### src/rtl/noc_local_injector.sv
// Store-and-forward injector for a router LOCAL port: buffers a whole core packet, then sends header, size, payload.
// rx rises the cycle after the last accept; credit_i=0 holds the current flit, and core_ready is low until the packet has left.
module noc_local_injector #(
  parameter int TAM_FLIT   = 16,
  parameter int FIFO_DEPTH = 16
) (
  input  logic                clock,
  input  logic                reset,
  input  logic                core_valid,
  input  logic [TAM_FLIT-1:0] core_data,
  input  logic                core_last,
  input  logic [TAM_FLIT-1:0] core_dest,
  output logic                core_ready,
  output logic                rx,
  output logic [TAM_FLIT-1:0] data_out,
  input  logic                credit_i,
  output logic                busy,
  output logic                pkt_sent
);

  localparam int AW = $clog2(FIFO_DEPTH);
  localparam int CW = AW + 1;

  typedef enum logic [1:0] {LOAD, HEADER, SIZE, PAYLOAD} state_e;

  state_e              state_q, state_d;
  logic [CW-1:0]       count_q, count_d;
  logic [AW-1:0]       rd_ptr_q, rd_ptr_d;
  logic [TAM_FLIT-1:0] dest_q, dest_d;
  logic                pkt_sent_q, pkt_sent_d;
  logic [TAM_FLIT-1:0] mem_q [FIFO_DEPTH];

  logic accept;
  logic xfer;
  logic last_rd;

  assign accept  = core_valid & core_ready;
  assign xfer    = rx & credit_i;
  assign last_rd = ({1'b0, rd_ptr_q} == (count_q - CW'(1)));

  always_comb begin
    state_d    = state_q;
    count_d    = count_q;
    rd_ptr_d   = rd_ptr_q;
    dest_d     = dest_q;
    pkt_sent_d = 1'b0;
    core_ready = 1'b0;
    rx         = 1'b0;
    data_out   = '0;
    case (state_q)
      LOAD: begin
        // Gated by reset so nothing is offered while the block is held in reset.
        core_ready = reset;
        if (accept) begin
          count_d = count_q + CW'(1);
          if (count_q == '0) begin
            dest_d = core_dest;
          end
          if (core_last || (count_q == CW'(FIFO_DEPTH - 1))) begin
            state_d = HEADER;
          end
        end
      end
      HEADER: begin
        rx       = 1'b1;
        data_out = dest_q;
        if (xfer) begin
          state_d = SIZE;
        end
      end
      SIZE: begin
        rx       = 1'b1;
        data_out = TAM_FLIT'(count_q);
        if (xfer) begin
          state_d  = PAYLOAD;
          rd_ptr_d = '0;
        end
      end
      PAYLOAD: begin
        rx       = 1'b1;
        data_out = mem_q[rd_ptr_q];
        if (xfer) begin
          if (last_rd) begin
            state_d    = LOAD;
            count_d    = '0;
            rd_ptr_d   = '0;
            pkt_sent_d = 1'b1;
          end else begin
            rd_ptr_d = rd_ptr_q + AW'(1);
          end
        end
      end
      default: begin
        state_d = LOAD;
      end
    endcase
  end

  always_ff @(posedge clock or negedge reset) begin
    if (!reset) begin
      state_q    <= LOAD;
      count_q    <= '0;
      rd_ptr_q   <= '0;
      dest_q     <= '0;
      pkt_sent_q <= 1'b0;
    end else begin
      state_q    <= state_d;
      count_q    <= count_d;
      rd_ptr_q   <= rd_ptr_d;
      dest_q     <= dest_d;
      pkt_sent_q <= pkt_sent_d;
    end
  end

  // Payload storage needs no reset: it is only read back after being written.
  always_ff @(posedge clock) begin
    if (accept) begin
      mem_q[count_q[AW-1:0]] <= core_data;
    end
  end

  assign busy     = (state_q != LOAD) || (count_q != '0);
  assign pkt_sent = pkt_sent_q;

endmodule

### config.mk
export PLATFORM = sky130hd
export DESIGN_NAME = noc_local_injector
export DESIGN_NICKNAME = d
export VERILOG_FILES = /design/src/rtl/noc_local_injector.sv
export SDC_FILE = /design/constraint.sdc
export NUM_CORES = 1
export LEC_CHECK = 0
export BUFFER_PORTS_ARGS = -buffer_cell sky130_fd_sc_hd__buf_2
export CAP_MARGIN = 25
export CORE_UTILIZATION = 55
export DETAILED_ROUTE_END_ITERATION = 7
export PLACE_DENSITY = 0.73
export REMOVE_ABC_BUFFERS = 1
export SLEW_MARGIN = 5
export SYNTH_ARGS = -nofsm -noshare
export SYNTH_HDL_FRONTEND = slang
export SYNTH_SLANG_ARGS = --single-unit
export TNS_END_PERCENT = 50
### constraint.sdc
create_clock -name clock -period 4.8 [get_ports clock]
set_clock_uncertainty 0.15 [all_clocks]
set_input_delay 0.48 -clock clock [delete_from_list [all_inputs] [get_ports clock]]
set_output_delay 0.48 -clock clock [all_outputs]
set_load 0.02 [all_outputs]
==> metrics.md <==
| Metric | Value |
|---|---|
| Largest net degree at the start of global routing | `52` |
| Core area | `roughly 0.021 mm²` |
| DP Wirelength | `around 15,000 µm` |
| H-tree Lvls | `1` |
| Vias in the first global route | `a little over 6k` |
| Tightest Pin Transition | `slightly above 1000 ps` |
| Crit-path cells | `ha_1 -> nor2b_1 -> nand2_1 -> nor2_1 -> a21oi_1 -> o21ai_1 -> buf_2` |
| Synth Flop Type | `edfxtp_1` |
| Share of layout cells above drive strength 1 | `between 30% and 40%` |
| Multiplexer share of the synthesized area | `~17%` |
| Final wirelength | `between 20,000 and 25,000 µm` |
| Comb power frac | `around 25%` |
| Slowest CP cell | `ha_1` |
| Via density | `roughly 6.1` |
| Adder-Cell Fraction of Synth Area | `between 1 and 1.5%` |
| Max_cap viols | `0` |
| Drt initial violations | `approximately 430` |
| Post-CTS Setup Bufs | `0` |
| Syn Std Cell Area | `between 0.01 and 0.015 mm²` |
| Hold depth | `2` |
| Peak supply drop | `310 µV` |
| Setup TNS | `0 ps` |
| Post-layout util | `between 60 and 70%` |
| Number of nets in the layout | `approximately 750` |
| Kind of critical path | `reg2out` |
| Cts repair resizes | `0` |
| Clock power frac | `a little over 30%` |
| Post-synthesis async set-or-reset flop share | `roughly 10%` |
| Final Hold Viols | `0` |
| # IOs | `57` |
| Total CTS buffers | `28` |
| Hold Crit Class | `in2reg` |
| First-pass GRT wire length | `between 30,000 and 40,000 µm` |
| Hold slack | `14.6 ps` |
| Synth Area in XOR/XNOR | `less than 1%` |
| Area growth from synthesis to layout | `13.4%` |
| Clk buf depth | `3` |
| Worst path arrival time | `3350 ps` |
| Antenna violations before repair | `0` |
| GP Congestion | `around 0.82` |
| Final Cycle Share | `82.8%` |
| Unrepaired setup endpoints after global routing | `no` |
| Grt total ovfl | `0` |
| Drt wl/cell | `24.8 µm` |
| Tmin final | `3980 ps` |
| ANT nets after route | `0` |
| Antenna cells | `0` |
| Complex-gate fraction of the synthesized area | `approximately 3.6%` |
| DR pass1 iterations | `5` |
| Power Density | `between 500 and 600 mW/mm²` |
| Worst-path clk slew | `60 ps` |
| CTS tree | `built` |
| Outcome | `complete, no violations` |
| Total number of yosys warnings | `0` |
| Via count | `6,018` |
| Cells on worst reg2reg path | `6` |
| Initial Util | `a little under three fifths` |
| Sequential Power Share | `approximately 44%` |
| Die area | `0.0219 mm²` |
| Clock Root Buffer | `clkbuf_16` |
| Crit-path max cell delay | `~700 ps` |
| Sw frac | `between 20% and 30%` |
| Later-pin clock latency in the skew report | `between 500 and 600 ps` |
| Setup Viol. Count Final | `0` |
| Startpoint types | `flip-flop` |
| Critical path required time | `4170 ps` |
| Flops & latches, synth | `around 280` |
| Leakage power | `0.00447 µW` |
| IO Port Bufs | `56` |
| GRT Util Overall | `between 20% and 30%` |
| FP Rows | `52` |
| DIE WIDTH | `148 µm` |
| Max-slew violation count | `0` |
| Syn avg cell area | `~19 µm²` |
| Worst Setup End Kind | `primary output` |
| Number of synthesized flops with an enable pin | `about 260` |
| Yosys cell types | `49` |
| Slew margin rel. | `32.1%` |
| Simple-Gate Fraction of Synth Area | `3.96%` |
| Die height | `~150 µm` |
| Sink Count | `between 200 and 300` |
| Int Pwr | `~5000 µW` |
| NetSw | `between 2000 and 2500 µW` |
| Max Clk Rate | `roughly 0.25 GHz` |
| Gate Count Post-Synth | `615` |
| Main combinational cell family by area after synthesis | `multiplexers` |
| Remaining DRCs | `0` |
| Sequential share of the synthesized area | `a little under three quarters` |
| Worst Path Max Fanout | `23` |
| Hold buffer count at CTS | `1` |
-- flip-flops by register name (all words and copies together), names as in the netlist --
name      count
state_q       2
pkt_sent      1
count_q       5
dest_q       16
rd_ptr_q      4
mem_q       256
-- metal layers --
metal | vias up | track usage, % | part of all wire, %
met5 | - | 0 | 0
met4 | 0 | 5.98 | 1.7
met3 | 43 | 5.90 | 7.6
met2 | 205 | 38.5 | 49
met1 | 3151 | 32.0 | 41
li1 | 2619 | - | -
-- kinds of logic after synthesis --
family / count (synthesis)
AOI/OAI and AO/OA: 63
xor gates and xnor gates: 5
adders and majority gates: 11
buffers and inverters: 42
DFF: 284
muxes: 116
and+or+nand+nor: 94
-- critical path, delay by kind of cell (launching register included) --
| family | cells | cell delay [ps] |
|---|---|---|
| flip-flops | 1 | 400 |
| buffers and inverters | 1 | 200 |
| AND/OR/NAND/NOR | 3 | 1310 |
| AO/OA/AOI/OAI | 2 | 180 |
| adder cells (fa/ha/maj) | 1 | 700 |
-- power by group through the flow --
stage	Combinational (µW)	Clock, µW	Sequential, µW
after global routing	1920	2310	3120
after floorplan	1280	0	3140
after detailed placement	1770	0	3150
final	1780	2190	3100
after global placement	1740	0	3140
after CTS	1780	2220	3100
-- final timing paths --
check | from | endpoint | slack [ps]
worst max-delay path | state_q[1] | data_out[5] | 820
min in group asynchronous | reset | count_q[2] | 380
max in group asynchronous | reset | rd_ptr_q[0] | 3720
worst min-delay path | core_dest[6] | dest_q[6] | 10
worst max register to register | state_q[0] | mem_q[1][14] | 1740
worst min register to register | dest_q[8] | dest_q[8] | 360
-- cell usage in the layout (no fill, tap or decap), types with 12 or more instances in the layout --
cell type | netlist | final
buf_4 | 2 | 27
edfxtp_1 | 256 | 256
clkbuf_16 | 0 | 29
a21oi_1 | 18 | 18
dfrtp_1 | 28 | 25
mux4_2 | 55 | 55
mux2_2 | 12 | 12
buf_2 | 15 | 56
nand2_1 | 15 | 15
nor2_1 | 36 | 34
mux2i_1 | 34 | 34
nand3_1 | 16 | 16
-- synthesized netlist by cell type (all sizes together) (3+ instances only) --
master	number	area [µm²]
or2	3	18.8
dfrtp	28	701
mux2i	34	340
xnor2	3	26.3
nor2	37	146
a31oi	7	43.8
ha	11	138
nand3	17	97.6
edfxtp	256	7690
o21ai	17	88.8
buf	28	206
mux2	23	297
nand2b	7	43.8
a21oi	19	98.9
nor2b	6	37.5
clkbuf	5	18.8
mux4	59	1340
inv	9	33.8
a22oi	11	82.6
nand2	15	56.3
-- area by class of cell --
type,count,area [µm²]
Clock buffer,38,779
Timing Repair Buffer,85,513
Tap cell,270,338
Inverter,9,33.8
Multi-Input combinational cell,289,3060
Sequential cell,284,8390
Fill cell,1443,7290
Clock inverter,14,148
-- metrics by stage --
stage          cell area [µm²]  std cells  setup slack (ps)  total power, µW
3_5_place_dp             12300        936              1470             4930
6_report                 13300        989               823             7060
3_3_place_gp             12300        936              1590             4890
2_1_floorplan            11500        582               487             4420
5_1_grt                  13300        989               526             7350
4_1_cts                  13300        989               844             7110
(Power assumes the default switching activity.)
